--- config.mk ---
export PLATFORM = sky130hd
export DESIGN_NAME = intersection_scheduler
export DESIGN_NICKNAME = d
export VERILOG_FILES = /design/src/rtl/semaphore_pkg.sv /design/src/rtl/tick_timer.sv /design/src/rtl/intersection_scheduler.sv
export SDC_FILE = /design/constraint.sdc
export NUM_CORES = 1
export LEC_CHECK = 0
export CAP_MARGIN = 15
export CELL_PAD_IN_SITES_DETAIL_PLACEMENT = 1
export CELL_PAD_IN_SITES_GLOBAL_PLACEMENT = 2
export CORE_MARGIN = 2
export CORE_UTILIZATION = 37
export CTS_BUF_LIST = sky130_fd_sc_hd__clkbuf_4 sky130_fd_sc_hd__clkbuf_8 sky130_fd_sc_hd__clkbuf_16
export DETAILED_ROUTE_END_ITERATION = 8
export PLACE_DENSITY = 0.78
export SYNTH_ARGS = -nofsm -noshare
export SYNTH_HDL_FRONTEND = slang
export SYNTH_SLANG_ARGS = --single-unit
--- constraint.sdc ---
create_clock -name clk -period 2.4 [get_ports clk]
set_input_delay 0.6 -clock clk [delete_from_list [all_inputs] [get_ports clk]]
set_output_delay 0.6 -clock clk [all_outputs]
set_load 0.02 [all_outputs]
--- src/rtl/semaphore_pkg.sv ---
// rtl/semaphore_pkg.sv - shared state, direction and lamp encodings for the intersection scheduler
//
// Purpose: common definitions imported by intersection_scheduler and its bench-facing debug port.
//   state_t     : 3-bit state codes (also driven out on state_o)
//   DIR_A/DIR_B : approach selector stored in next_dir
//   LAMP_*      : {green, yellow, red} lamp triples for one approach
package semaphore_pkg;

  typedef enum logic [2:0] {
    ST_ALLRED_A = 3'd0,
    ST_A_GREEN  = 3'd1,
    ST_A_YELLOW = 3'd2,
    ST_ALLRED_B = 3'd3,
    ST_B_GREEN  = 3'd4,
    ST_B_YELLOW = 3'd5,
    ST_WALK     = 3'd6
  } state_t;

  localparam logic DIR_A = 1'b0;
  localparam logic DIR_B = 1'b1;

  localparam logic [2:0] LAMP_GREEN  = 3'b100;
  localparam logic [2:0] LAMP_YELLOW = 3'b010;
  localparam logic [2:0] LAMP_RED    = 3'b001;

  function automatic int max4(input int a, input int b, input int c, input int d);
    int m;
    m = a;
    if (b > m) m = b;
    if (c > m) m = c;
    if (d > m) m = d;
    return m;
  endfunction

endpackage

--- src/rtl/tick_timer.sv ---
// rtl/tick_timer.sv - tick prescaler plus saturating tick counter with synchronous clear
//
// Purpose: divides clk into ticks and counts elapsed ticks within the current state.
// Ports:
//   clk, rst_n : clock, asynchronous active-low reset
//   clr        : synchronous clear of prescaler and count (state-entry edge)
//   tick       : high in the last cycle of each tick (prescaler == TICK_DIV-1)
//   count      : completed ticks since the last clear, saturating at SAT
module tick_timer #(
  parameter int TICK_DIV = 2,
  parameter int CNT_W    = 4,
  parameter int SAT      = 15
) (
  input  logic             clk,
  input  logic             rst_n,
  input  logic             clr,
  output logic             tick,
  output logic [CNT_W-1:0] count
);

  // A one-bit prescaler is kept for TICK_DIV=1; it simply never leaves 0.
  localparam int PW = (TICK_DIV > 1) ? $clog2(TICK_DIV) : 1;
  localparam logic [PW-1:0]    PRE_MAX = PW'(TICK_DIV - 1);
  localparam logic [CNT_W-1:0] CNT_SAT = CNT_W'(SAT);

  logic [PW-1:0] pre;

  assign tick = (pre == PRE_MAX);

  always_ff @(posedge clk or negedge rst_n) begin
    if (!rst_n) begin
      pre   <= '0;
      count <= '0;
    end else if (clr) begin
      pre   <= '0;
      count <= '0;
    end else if (tick) begin
      pre <= '0;
      if (count != CNT_SAT) count <= count + 1'b1;
    end else begin
      pre <= pre + 1'b1;
    end
  end

endmodule

--- src/rtl/intersection_scheduler.sv ---
// rtl/intersection_scheduler.sv - two-approach intersection controller with shared pedestrian walk
//
// Purpose: sequences approaches A and B through green, yellow and all-red, inserting a walk
// phase after a yellow whenever a pedestrian request is pending.
// Ports:
//   clk, rst_n                         : clock, asynchronous active-low reset
//   car_a, car_b                       : level demand from each approach
//   ped_req                            : pedestrian request, latched into ped_pending
//   a_green/a_yellow/a_red             : approach A lamps
//   b_green/b_yellow/b_red             : approach B lamps
//   walk                               : pedestrian walk lamp
//   ped_ack                            : high for the first cycle of WALK
//   state_o                            : current state code (debug)
module intersection_scheduler
  import semaphore_pkg::*;
#(
  parameter int TICK_DIV    = 25_000_000,
  parameter int GREEN_T     = 14,
  parameter int MIN_GREEN_T = 4,
  parameter int YELLOW_T    = 1,
  parameter int ALLRED_T    = 2,
  parameter int WALK_T      = 10
) (
  input  logic       clk,
  input  logic       rst_n,
  input  logic       car_a,
  input  logic       car_b,
  input  logic       ped_req,
  output logic       a_green,
  output logic       a_yellow,
  output logic       a_red,
  output logic       b_green,
  output logic       b_yellow,
  output logic       b_red,
  output logic       walk,
  output logic       ped_ack,
  output logic [2:0] state_o
);

  localparam int MAX_T = max4(GREEN_T, WALK_T, ALLRED_T, YELLOW_T);
  localparam int CNT_W = $clog2(MAX_T + 1);

  localparam logic [CNT_W-1:0] C_GREEN     = CNT_W'(GREEN_T);
  localparam logic [CNT_W-1:0] C_GREEN_M1  = CNT_W'(GREEN_T - 1);
  localparam logic [CNT_W-1:0] C_MIN       = CNT_W'(MIN_GREEN_T);
  localparam logic [CNT_W-1:0] C_MIN_M1    = CNT_W'(MIN_GREEN_T - 1);
  localparam logic [CNT_W-1:0] C_YELLOW_M1 = CNT_W'(YELLOW_T - 1);
  localparam logic [CNT_W-1:0] C_ALLRED_M1 = CNT_W'(ALLRED_T - 1);
  localparam logic [CNT_W-1:0] C_WALK_M1   = CNT_W'(WALK_T - 1);

  state_t           state, state_n;
  logic             next_dir, next_dir_n;
  logic             ped_pending;
  logic             ped_ack_q;
  logic             clr, enter_walk;
  logic             tick;
  logic [CNT_W-1:0] count;
  logic             allred_done, yellow_done, walk_done;
  logic             min_reached, green_reached;
  logic [2:0]       a_lamp, b_lamp;

  tick_timer #(
    .TICK_DIV (TICK_DIV),
    .CNT_W    (CNT_W),
    .SAT      (MAX_T)
  ) u_tick_timer (
    .clk   (clk),
    .rst_n (rst_n),
    .clr   (clr),
    .tick  (tick),
    .count (count)
  );

  // "done" fires on the final cycle of a T-tick phase; "reached" also stays true
  // once the count has passed T, which is what lets a green rest and still exit.
  assign allred_done   = tick && (count == C_ALLRED_M1);
  assign yellow_done   = tick && (count == C_YELLOW_M1);
  assign walk_done     = tick && (count == C_WALK_M1);
  assign min_reached   = (count >= C_MIN)   || (tick && (count == C_MIN_M1));
  assign green_reached = (count >= C_GREEN) || (tick && (count == C_GREEN_M1));

  always_comb begin
    state_n    = state;
    next_dir_n = next_dir;
    case (state)
      ST_ALLRED_A: if (allred_done) state_n = ST_A_GREEN;
      ST_ALLRED_B: if (allred_done) state_n = ST_B_GREEN;
      ST_A_GREEN: begin
        if ((min_reached && ped_pending) || (green_reached && (car_b || ped_pending)))
          state_n = ST_A_YELLOW;
      end
      ST_B_GREEN: begin
        if ((min_reached && ped_pending) || (green_reached && (car_a || ped_pending)))
          state_n = ST_B_YELLOW;
      end
      ST_A_YELLOW: begin
        if (yellow_done) begin
          if (ped_pending) begin
            state_n    = ST_WALK;
            next_dir_n = DIR_B;
          end else begin
            state_n = ST_ALLRED_B;
          end
        end
      end
      ST_B_YELLOW: begin
        if (yellow_done) begin
          if (ped_pending) begin
            state_n    = ST_WALK;
            next_dir_n = DIR_A;
          end else begin
            state_n = ST_ALLRED_A;
          end
        end
      end
      ST_WALK: begin
        if (walk_done) state_n = (next_dir == DIR_A) ? ST_ALLRED_A : ST_ALLRED_B;
      end
      default: state_n = ST_ALLRED_A;
    endcase
  end

  assign clr        = (state_n != state);
  assign enter_walk = (state_n == ST_WALK) && (state != ST_WALK);

  always_ff @(posedge clk or negedge rst_n) begin
    if (!rst_n) begin
      state       <= ST_ALLRED_A;
      next_dir    <= DIR_A;
      ped_pending <= 1'b0;
      ped_ack_q   <= 1'b0;
    end else begin
      state     <= state_n;
      next_dir  <= next_dir_n;
      ped_ack_q <= enter_walk;
      // Clearing wins over a same-cycle request: that request is served by this walk.
      if (enter_walk)   ped_pending <= 1'b0;
      else if (ped_req) ped_pending <= 1'b1;
    end
  end

  always_comb begin
    a_lamp = LAMP_RED;
    b_lamp = LAMP_RED;
    walk   = 1'b0;
    case (state)
      ST_A_GREEN:  a_lamp = LAMP_GREEN;
      ST_A_YELLOW: a_lamp = LAMP_YELLOW;
      ST_B_GREEN:  b_lamp = LAMP_GREEN;
      ST_B_YELLOW: b_lamp = LAMP_YELLOW;
      ST_WALK:     walk   = 1'b1;
      default: ;
    endcase
  end

  assign {a_green, a_yellow, a_red} = a_lamp;
  assign {b_green, b_yellow, b_red} = b_lamp;
  assign ped_ack = ped_ack_q;
  assign state_o = state;

endmodule
* After elaboration in Yosys (flattened, before gate mapping)
Cells that the tools add are included.
** Storage, ports and cells
- Bits in registers :: 35
- Input bits :: 5
- Output and inout bits :: 11
- Logic and storage cells :: 78
** Cells by class
- Add/subtract/negate cells :: 2
- Order comparisons :: 2
- Equal/unequal tests :: 19
- Mux-type cells :: 26
- Reductions and logical operators :: 23
** Operators with widths (count)
- $mux W25 :: 2
- $mux W3 :: 9
- $add A25 B1 Y25 const B :: 1
- $eq A25 B25 Y1 const B :: 1
- $pmux W3 S7 :: 1
- $eq A3 B3 Y1 const B :: 4
- $mux W4 :: 3
- $pmux W3 S2 :: 2
- $logic_and A1 B1 Y1 :: 9
- $eq A4 B4 Y1 const B :: 2
- $ne A2 B2 Y1 const B :: 4
- $reduce_bool A2 Y1 :: 4
- $mux W1 :: 7
- $eq A3 B2 Y1 const B :: 2
- $logic_or A1 B1 Y1 :: 6
- $reduce_and A5 Y1 :: 1
- $add A4 B1 Y4 const B :: 1
- $eq A4 B1 Y1 const B :: 1
- $eq A4 B2 Y1 const B :: 1
- $ge A4 B3 Y1 const B :: 1
- $ge A4 B4 Y1 const B :: 1
- $logic_not A4 Y1 :: 1
- $ne A4 B4 Y1 const B :: 1
- $eq A3 B1 Y1 const B :: 1
- other kinds (6) :: 6

* Logic depth before layout (Yosys ltp)
Gate-level depths: netlist of the first run.
- Depth after elaboration :: 10
- Gate-level depth with buffers :: 10
- Depth with buffers taken out :: 8

* Modules after synthesis
A second synthesis of the first run with hierarchy kept.
** Second synthesis, totals
- Cell total of the unflattened synthesis :: 232
- Area total of the unflattened synthesis :: 2132.0 um2
** Modules (own cells, without submodules)
- tick_timer :: times used 1, cells each 162, area each 1571.5 um2, sequential area each 725.7 um2
- intersection_scheduler :: times used 1, cells each 70, area each 560.5 um2, sequential area each 150.1 um2

* Least setup slack after synthesis of the first run
No wires, ideal clock.
- Path type :: register to register
- From :: reg state[0] (netlist: state_o[0])
- To :: reg u_tick_timer.pre[23]
- Setup time :: 0.122 ns
- Arrival time :: 2.128 ns
- Required time :: 2.278 ns
- Path slack :: 0.150 ns
- Cell stages (with the launch flop) :: 10
- Buffers on the path :: 3
- Period minus slack after synthesis :: 2.250 ns
- Cell sequence :: dfrtp_1 > buf_2 > nor3b_1 > nand2b_1 > o21ai_1 > mux2i_2 > a31oi_4 > buf_6 > buf_12 > nor3_2
** Between the ends
- Word-level cells in the longest chain between the ends :: 4
- Elaborated cells on any way between the ends :: 17
- Classes of those cells :: eq/ne (7); mux (9); reduce/logical (1)
** Ends and longest elaborated chain
- from (decl) :: line intersection_scheduler.sv:51 : state_t state, state_n;
- from (signal assigned) :: line intersection_scheduler.sv:133 : state <= state_n;
- $eq A3 B3 Y1, or another cell as far along :: line intersection_scheduler.sv:85 : case (state)
- $pmux W3 S7 :: line intersection_scheduler.sv:85
- $ne A3 B3 Y1 (*) :: line intersection_scheduler.sv:123 : assign clr = (state_n != state);
- $mux W25 (*) :: line tick_timer.sv:34 : end else if (clr) begin
- to (signal assigned) :: line tick_timer.sv:41 : pre <= pre + 1'b1;
- to (decl) :: line tick_timer.sv:26 : logic [PW-1:0] pre;
Every way passes the cells marked *; elsewhere a longest branch is shown, timed or not.
A chain may end at the register's enable or synchronous reset.

* Worst setup path after layout of the first run
- From :: reg u_tick_timer.pre[1]
- To :: reg u_tick_timer.pre[6]
** Between the ends
- Word-level cells in the longest chain between the ends :: 9
- Elaborated cells on any way between the ends :: 25
- Classes of those cells :: add/sub (1); eq/ne (2); mux (10); reduce/logical (12)
** Ends and longest elaborated chain
- $eq A25 B25 Y1 :: line tick_timer.sv:28 : assign tick = (pre == PRE_MAX);
- $logic_and A1 B1 Y1, on equally long branches :: line intersection_scheduler.sv:79, intersection_scheduler.sv:80
- $logic_or A1 B1 Y1, on equally long branches :: line intersection_scheduler.sv:79, intersection_scheduler.sv:80
- $logic_and A1 B1 Y1, on equally long branches :: line intersection_scheduler.sv:89, intersection_scheduler.sv:93
- $logic_or A1 B1 Y1, on equally long branches :: line intersection_scheduler.sv:93, intersection_scheduler.sv:89
- $mux W3, on equally long branches :: line intersection_scheduler.sv:93, intersection_scheduler.sv:89
- $pmux W3 S7 :: line intersection_scheduler.sv:85
- $ne A3 B3 Y1 :: line intersection_scheduler.sv:123
- $mux W25 (*) :: line tick_timer.sv:34
Marked as above.

==> results.txt, run 1 <==
----------------------------------------------------
[Yosys]
  Post-synth EDFFs ... 0
  FFs w/ async S/R, synth ... 100.0%
  Sequential area share after synthesis ... 37.29%
  Distinct cells, synth ... 52
  Cell count after synthesis ... 254
  Post-synthesis instance area ... 2349 um^2
  Net count after synthesis ... 263
  Post-synth top flop ... sky130_fd_sc_hd__dfrtp_1
  Yosys warning count ... 0
  Post-Synthesis Mean Instance Area ... 9.246 um^2
  Yosys reg bits ... 35

[Timing]
  Worst Setup Slack, final ... 0.1181 ns
  Worst-case headroom to the max-slew limit ... 46.65%
  Final setup violation count ... 0
  Maximum clock frequency ... 438.2 MHz
  Tmin final ... 2.282 ns
  Slew @ Worst Pin ... 0.8002 ns
  Final Hold Violating Endpoints ... 0
  Share of the clock period used by the worst path after layout ... 95.08%
  Final worst clock skew ... 0.006765 ns
  Pins over their slew limit ... 0

[Clock tree]
  Clock latency on the worst-skew pair ... 0.29 ns
  Number of H-tree branching levels ... 2
  Maximum clock insertion buffer count ... 2
  Number of buffers added by the clock tree synthesis step ... 5
  Sink count of the clock tree ... 35
  CTS Hold Bufs ... 0
  Root Driver ... sky130_fd_sc_hd__clkbuf_8
  Clock tree from TritonCTS ... built
  Clock transition at the registers of the reported paths ... 0.07 ns

[Job]
  Number of max-capacitance violations reported ... 0

[Power and ir drop]
  Total power of the final layout ... 1102 uW
  Switching power as a share of total power ... 21.25%
  Maximum vdd drop ... 0.1822 mV
  Leak pwr ... 0.001205 uW
  Power per unit of standard cell area ... 381.5 nW/um^2
  Clock network fraction of total power ... 45.0%
  Power dissipated by switching net loads ... 234.1 uW
  Int Power ... 867.7 uW
  Sequential fraction of design power ... 53.5%
  Share of total power in combinational logic ... 1.5%

[GRT]
  Pin count of the biggest net entering global routing ... 36
  Via count of the first global-routing pass ... 2054
  GRT Overall Usage ... 18.87%
  Antenna violations before repair ... 0
  Total grt overflow ... 0
  Global-route wire length before repair ... 10660 um

[Drt]
  Number of vias after detailed routing ... 2021
  Total wire length ... 6346 um
  Average via count per standard cell ... 5.630
  Number of DRC violations after detailed-routing iteration 0 ... 76
  Highest metal layer with signal wires ... met4
  Amount of wire on met3 after detailed routing ... 181 um
  Per-cell routed wire length ... 17.68 um
  WL met2 ... 3088 um
  DRC violation count after routing ... 0
  Iteration count of the initial detailed-routing pass ... 4
  Detailed-route wire length on metal 1 ... 3005 um
  Final ANT Viol Nets ... 0

[Final layout]
  Most used cells in the layout excluding fill and tap cells ... sky130_fd_sc_hd__dfrtp_1, sky130_fd_sc_hd__buf_4, sky130_fd_sc_hd__nand2_1
  Number of fill cells ... 750
  Utilization of the core after routing ... 46.27%
  Layout cells sized above 1 ... 25.89%
  Relative area change from synthesis to final layout ... 22.96%
  Total Nets Final ... 290
  Count of inserted antenna diode cells ... 0
  Most common library cell in the layout ignoring fill and taps ... sky130_fd_sc_hd__dfrtp_1

[Setup path]
  Destination of the critical timing path ... u_tick_timer.pre[6]
  Library cell contributing the largest single delay on the critical path ... sky130_fd_sc_hd__dfrtp_1
  FF-to-FF setup slack ... 0.12 ns
  Worst r2r dst ... u_tick_timer.pre[6]
  Stage delay of the slowest cell on the critical path ... 0.38 ns
  Kind of end point of the critical path ... flip-flop
  Worst Setup SP ... u_tick_timer.pre[1]
  Worst endpoint data arrival time ... 2.47 ns
  Number of stages on the worst setup path ... 8
  Setup crit start kind ... flip-flop
  Worst-case reg-to-reg path depth ... 8
  Largest fanout on the critical path ... 29
  Top cell family by delay on the critical path ... simple AND/OR/NAND/NOR gates
  Required arrival time at the worst endpoint ... 2.58 ns
  CP Cell Sequence ... ha_2 > and2_4 > nand4_1 > nor2_4 > mux2i_4 > a31oi_4 > buf_12 > nor4_1
  Buffer and inverter count on the worst path ... 1
  Setup Crit Path Kind ... reg -> reg
  FF-to-FF Start ... u_tick_timer.pre[1]

[Place]
  PortBufs ... 15
  Last weighted congestion value of the routability-driven placer ... 0.7751
  Post-placement setup slack ... -0.09830 ns
  Estimated wirelength of the detail-placed design ... 4386 um

[Hold path]
  Hold Path Class ... in -> async

[Floorplanning]
  Die area ... 7001 um^2
  # IOs ... 16
  Area of the placeable core ... 6241 um^2
  Width of the chip ... 83.67 um
  Height of the die ... 83.67 um
  Number of core rows ... 29
  Effective utilization at floorplan ... 37.63%

[Run status]
  Run status ... complete, no violations

----------------------------------------------------
[worst register-to-register path: cells and delay by family (launching register included)]
kind	cells	cell delay [ns]
buffers and inverters	1	0.19
multiplexers	1	0.29
AO/OA/AOI/OAI	1	0.12
AND/OR/NAND/NOR	4	0.97
flip-flops	1	0.38
adder cells (fa/ha/maj)	1	0.23
[Yosys cell counts, types with 7 or more instances]
library cell / number / area (um^2)
sky130_fd_sc_hd__xor2_1: 10 / 87.58
sky130_fd_sc_hd__nor3_2: 10 / 100.1
sky130_fd_sc_hd__clkbuf_1: 7 / 26.28
sky130_fd_sc_hd__nor2_1: 17 / 63.81
sky130_fd_sc_hd__nand2_1: 20 / 75.07
sky130_fd_sc_hd__nand4_1: 10 / 62.56
sky130_fd_sc_hd__nor3_1: 8 / 40.04
sky130_fd_sc_hd__xnor2_1: 14 / 122.6
sky130_fd_sc_hd__buf_2: 8 / 40.04
sky130_fd_sc_hd__dfrtp_1: 35 / 875.8
sky130_fd_sc_hd__nand3_1: 13 / 65.06
sky130_fd_sc_hd__nor4_1: 23 / 143.9
[area by class of cell]
| cell class | count | area, um^2 | area share (%) |
|---|---|---|---|
| clock buffer | 8 | 103.9 | 3.596 |
| multi-input combinational | 194 | 1423 | 49.26 |
| timing repair buffer | 39 | 360.3 | 12.48 |
| tap | 77 | 96.34 | 3.336 |
| inverter | 6 | 22.52 | 0.7799 |
| sequential | 35 | 882.1 | 30.55 |
[registers in the layout (all words and copies together) (netlist names)]
| register | flops |
|---|---|
| ped_ack | 1 |
| next_dir | 1 |
| u_tick_timer.count | 4 |
| ped_pending | 1 |
| u_tick_timer.pre | 25 |
| state_o | 3 |
[worst min-delay path by stage]
stage | from | to | slack [ns] | cells after the start
floorplan | rst_n | next_dir | 0.30 | 0
global placement | u_tick_timer.pre[0] | u_tick_timer.pre[0] | 0.53 | 2
detailed placement | u_tick_timer.pre[14] | u_tick_timer.pre[14] | 0.54 | 2
CTS | rst_n | ped_pending | 0.43 | 1
global route | rst_n | u_tick_timer.pre[10] | 0.46 | 1
finish | rst_n | u_tick_timer.pre[10] | 0.40 | 1
[metal layers]
layer / GRT usage, % / up-vias
met4: 4.399 / 0
met3: 3.264 / 9
met5: 0 / -
met2: 30.47 / 28
met1: 26.48 / 1004
li1: - / 980
[metrics by stage]
| stage | area (um^2) | hold WS (ns) | cells | setup TNS, ns |
|---|---|---|---|---|
| 2_1_floorplan | 2349 | 0.3044 | 254 | 0 |
| 3_3_place_gp | 2655 | 0.5320 | 347 | -0.001050 |
| 3_5_place_dp | 2655 | 0.5445 | 347 | -0.3603 |
| 4_1_cts | 2765 | 0.4331 | 355 | 0 |
| 5_1_grt | 2888 | 0.4601 | 359 | -0.003341 |
| 6_report | 2888 | 0.3968 | 359 | 0 |
[logic make-up after synthesis]
family / Yosys count / share of synthesized area (%)
buffers and inverters: 25 / 5.914
and+or+nand+nor: 132 / 34.10
adders and majority gates: 4 / 2.131
muxes: 3 / 1.651
xor gates and xnor gates: 24 / 8.950
DFF: 35 / 37.29
AOI/OAI and AO/OA: 31 / 9.963
[power groups by stage]
| stage | Combinational, uW | Clock [uW] | Sequential (uW) |
|---|---|---|---|
| final | 16.9 | 496 | 589 |
| after global routing | 19.9 | 531 | 589 |
| after CTS | 18.4 | 507 | 589 |
| after detailed placement | 18.5 | 0 | 601 |
| after global placement | 18.0 | 0 | 601 |
| after floorplan | 0.0169 | 0 | 601 |
[repair_timing]
item                                    in CTS  in global routing
pin swaps                                    0                  3
endpoints found under the setup margin       7                 32
gates resized for setup                      5                 24
setup buffers                                0                  4
Note: power is estimated with default switching activity, not from simulation.
==> inputs of run 2 (changes only) <==
--- a/config.mk
+++ b/config.mk
@@ -8,11 +8,13 @@
 export CAP_MARGIN = 15
 export CELL_PAD_IN_SITES_DETAIL_PLACEMENT = 1
 export CELL_PAD_IN_SITES_GLOBAL_PLACEMENT = 2
-export CORE_MARGIN = 2
+export CORE_MARGIN = 10
 export CORE_UTILIZATION = 37
 export CTS_BUF_LIST = sky130_fd_sc_hd__clkbuf_4 sky130_fd_sc_hd__clkbuf_8 sky130_fd_sc_hd__clkbuf_16
+export CTS_CLUSTER_SIZE = 40
 export DETAILED_ROUTE_END_ITERATION = 8
 export PLACE_DENSITY = 0.78
+export REMOVE_ABC_BUFFERS = 1
 export SYNTH_ARGS = -nofsm -noshare
 export SYNTH_HDL_FRONTEND = slang
 export SYNTH_SLANG_ARGS = --single-unit
==> run 2 against run 1 <==
Clock skew hardly changed. First-iteration DRC count increased by 18%. Utilization grew 1.2 points. Register-to-register slack lost 0.02 ns. Critical path type is now reg -> out. Largest cell class unchanged.
==> results.txt, run 2 (synthesis gave the netlist of run 1 again) <==
----------------------------------------------------
[Floorplanning]
  Area of the placeable core ... 6026 um^2 (was 6241 um^2)
  Width of the chip ... 99.67 um (was 83.67 um)
  Number of core rows ... 28 (was 29)
  Die area ... 9934 um^2 (was 7001 um^2)
  # IOs ... 16 (unchanged)
  Effective utilization at floorplan ... 38.97% (was 37.63%)
  Height of the die ... 99.67 um (was 83.67 um)

[GRT]
  GRT Overall Usage ... 13.02% (was 18.87%)
  Antenna violations before repair ... 0 (unchanged)
  Pin count of the biggest net entering global routing ... 36 (unchanged)
  Total grt overflow ... 0 (unchanged)
  Via count of the first global-routing pass ... 2106 (was 2054)
  Global-route wire length before repair ... 10780 um (was 10660 um)

[Timing]
  Slew @ Worst Pin ... 0.8118 ns (was 0.8002 ns)
  Tmin final ... 2.312 ns (was 2.282 ns)
  Worst-case headroom to the max-slew limit ... 45.88% (was 46.65%)
  Maximum clock frequency ... 432.6 MHz (was 438.2 MHz)
  Final Hold Violating Endpoints ... 0 (unchanged)
  Final worst clock skew ... 0.006897 ns (was 0.006765 ns)
  Pins over their slew limit ... 0 (unchanged)
  Final setup violation count ... 0 (unchanged)
  Share of the clock period used by the worst path after layout ... 96.33% (was 95.08%)

[Setup path]
  Largest fanout on the critical path ... 10 (was 29)
  FF-to-FF setup slack ... 0.10 ns (was 0.12 ns)
  Stage delay of the slowest cell on the critical path ... 0.63 ns (was 0.38 ns)
  FF-to-FF Start ... u_tick_timer.pre[10] (was u_tick_timer.pre[1])
  Library cell contributing the largest single delay on the critical path ... sky130_fd_sc_hd__clkdlybuf4s50_1 (was sky130_fd_sc_hd__dfrtp_1)
  Setup crit start kind ... flip-flop (unchanged)
  Worst endpoint data arrival time ... 1.71 ns (was 2.47 ns)
  Worst-case reg-to-reg path depth ... 8 (unchanged)
  Kind of end point of the critical path ... primary output (was flip-flop)
  Worst r2r dst ... u_tick_timer.pre[3] (was u_tick_timer.pre[6])
  CP Cell Sequence ... and3b_1 > clkdlybuf4s50_1 (was ha_2 > and2_4 > nand4_1 > nor2_4 > mux2i_4 > a31oi_4 > buf_12 > nor4_1)
  Required arrival time at the worst endpoint ... 1.80 ns (was 2.58 ns)
  Setup Crit Path Kind ... reg -> out (was reg -> reg)

[Power and ir drop]
  Switching power as a share of total power ... 18.82% (was 21.25%)
  Sequential fraction of design power ... 46.9% (was 53.5%)
  Leak pwr ... 0.001214 uW (was 0.001205 uW)
  Int Power ... 1021 uW (was 867.7 uW)
  Total power of the final layout ... 1258 uW (was 1102 uW)
  Power dissipated by switching net loads ... 236.7 uW (was 234.1 uW)
  Maximum vdd drop ... 0.2919 mV (was 0.1822 mV)
  Clock network fraction of total power ... 51.8% (was 45.0%)
  Share of total power in combinational logic ... 1.4% (was 1.5%)
  Power per unit of standard cell area ... 439.7 nW/um^2 (was 381.5 nW/um^2)

[Final layout]
  Post-Layout Cell Count ... 356 (was 359)
  Largest reg by FF count ... u_tick_timer.pre (unchanged)
  Number of fill cells ... 700 (was 750)
  Number of flip-flops in the largest register ... 25 (unchanged)
  Utilization of the core after routing ... 47.47% (was 46.27%)
  Total Nets Final ... 289 (was 290)
  Count of inserted antenna diode cells ... 0 (unchanged)
  Layout cells sized above 1 ... 23.84% (was 25.89%)
  Total area of sequential cells ... 878.3 um^2 (was 882.1 um^2)
  Most common library cell in the layout ignoring fill and taps ... sky130_fd_sc_hd__dfrtp_1 (unchanged)
  Layout Cell Area excl Fill ... 2860 um^2 (was 2888 um^2)
  Area of the multi-input gates ... 1385 um^2 (was 1423 um^2)
  Relative area change from synthesis to final layout ... 21.79% (was 22.96%)
  Most used cells in the layout excluding fill and tap cells ... sky130_fd_sc_hd__dfrtp_1, sky130_fd_sc_hd__buf_4, sky130_fd_sc_hd__nand2_1 (unchanged)

[Run status]
  Run status ... complete, no violations (unchanged)

[Clock tree]
  Sink count of the clock tree ... 35 (unchanged)
  Root Driver ... sky130_fd_sc_hd__clkbuf_8 (unchanged)
  Clock latency on the worst-skew pair ... 0.29 ns (about the same)
  Maximum clock insertion buffer count ... 2 (unchanged)
  Number of H-tree branching levels ... 2 (unchanged)
  CTS Hold Bufs ... 0 (unchanged)
  Clock transition at the registers of the reported paths ... 0.08 ns (was 0.07 ns)
  Clock tree from TritonCTS ... built (unchanged)
  Number of buffers added by the clock tree synthesis step ... 5 (unchanged)

[Job]
  Number of max-capacitance violations reported ... 0 (unchanged)

[Place]
  Cell Count Post-Placement ... 346 (was 347)
  PortBufs ... 15 (unchanged)
  Placement-stage cell area ... 2660 um^2 (was 2655 um^2)
  Estimated wirelength of the detail-placed design ... 4691 um (was 4386 um)
  Last weighted congestion value of the routability-driven placer ... 0.7489 (was 0.7751)

[Drt]
  DRC violation count after routing ... 0 (unchanged)
  Number of vias after detailed routing ... 2015 (was 2021)
  Iteration count of the initial detailed-routing pass ... 4 (unchanged)
  Number of DRC violations after detailed-routing iteration 0 ... 90 (was 76)
  Average via count per standard cell ... 5.660 (was 5.630)
  Total wire length ... 6453 um (was 6346 um)
  Final ANT Viol Nets ... 0 (unchanged)
  Per-cell routed wire length ... 18.13 um (was 17.68 um)

[Hold path]
  Hold Path Class ... in -> async (unchanged)

----------------------------------------------------
-- run 2: area by class of cell --
cell class	instances	area share, %
Multi-Input combinational cell	194	48.43
Tap cell	75	3.281
Clock buffer	6	2.668
Inverter	6	0.7874
Timing Repair Buffer	38	12.03
Sequential cell	35	30.71
Clock inverter	2	2.100
-- run 2: what timing repair did --
| action | CTS | global route |
|---|---|---|
| resized for setup | 5 | 13 |
| pin swaps | 0 | 2 |
| setup endpoints to repair | 4 | 30 |
| buffers inserted | 0 | 2 |
-- run 2: worst max-delay path by stage --
stage	to	cells after the start	start	slack (ns)
6_report	b_yellow	2	state_o[1]	0.09
3_3_place_gp	u_tick_timer.pre[3]	8	car_a	0.03
2_1_floorplan	u_tick_timer.count[0]	7	u_tick_timer.pre[0]	-1.05
4_1_cts	a_green	2	state_o[1]	0.02
5_1_grt	b_yellow	2	state_o[1]	-0.01
3_5_place_dp	u_tick_timer.pre[13]	7	car_b	-0.04
-- run 2: power groups by stage --
stage	Combinational [uW]	Clock, uW	Sequential (uW)
final	17.3	651	589
after CTS	18.4	666	589
after detailed placement	18.3	0	601
after global routing	19.7	696	589
after global placement	18.4	0	601
after floorplan	0.0168	0	601
-- run 2: worst max-delay path: cells and delay by family, from the launching register on --
kind / cells / cell delay, ns
buffers and inverters: 1 / 0.63
and+or+nand+nor: 1 / 0.28
DFF: 1 / 0.51
-- run 2: through the flow --
step / hold slack (ns) / setup WS (ns) / TNS [ns]
after global routing: 0.4339 / -0.01014 / -0.01821
after floorplan: 0.3044 / -1.046 / -28.96
final: 0.3955 / 0.08819 / 0
after global placement: 0.4950 / 0.02902 / 0
after CTS: 0.4210 / 0.02233 / 0
after detailed placement: 0.5004 / -0.03909 / -0.1954
-- run 2: layer usage --
layer / global-route usage, % / routed length, um
met1: 17.27 / 3197
met2: 20.66 / 3047
met3: 3.668 / 177
met4: 2.205 / 31
met5: 0 / 0
==> inputs of run 3 (changes only) <==
--- a/config.mk
+++ b/config.mk
@@ -13,6 +13,7 @@
 export CTS_BUF_LIST = sky130_fd_sc_hd__clkbuf_4 sky130_fd_sc_hd__clkbuf_8 sky130_fd_sc_hd__clkbuf_16
 export CTS_CLUSTER_SIZE = 40
 export DETAILED_ROUTE_END_ITERATION = 8
+export GPL_ROUTABILITY_DRIVEN = 0
 export PLACE_DENSITY = 0.78
 export REMOVE_ABC_BUFFERS = 1
 export SYNTH_ARGS = -nofsm -noshare
==> results of run 3 <==
Final layout, timing and power as in run 2 (identical DEF).
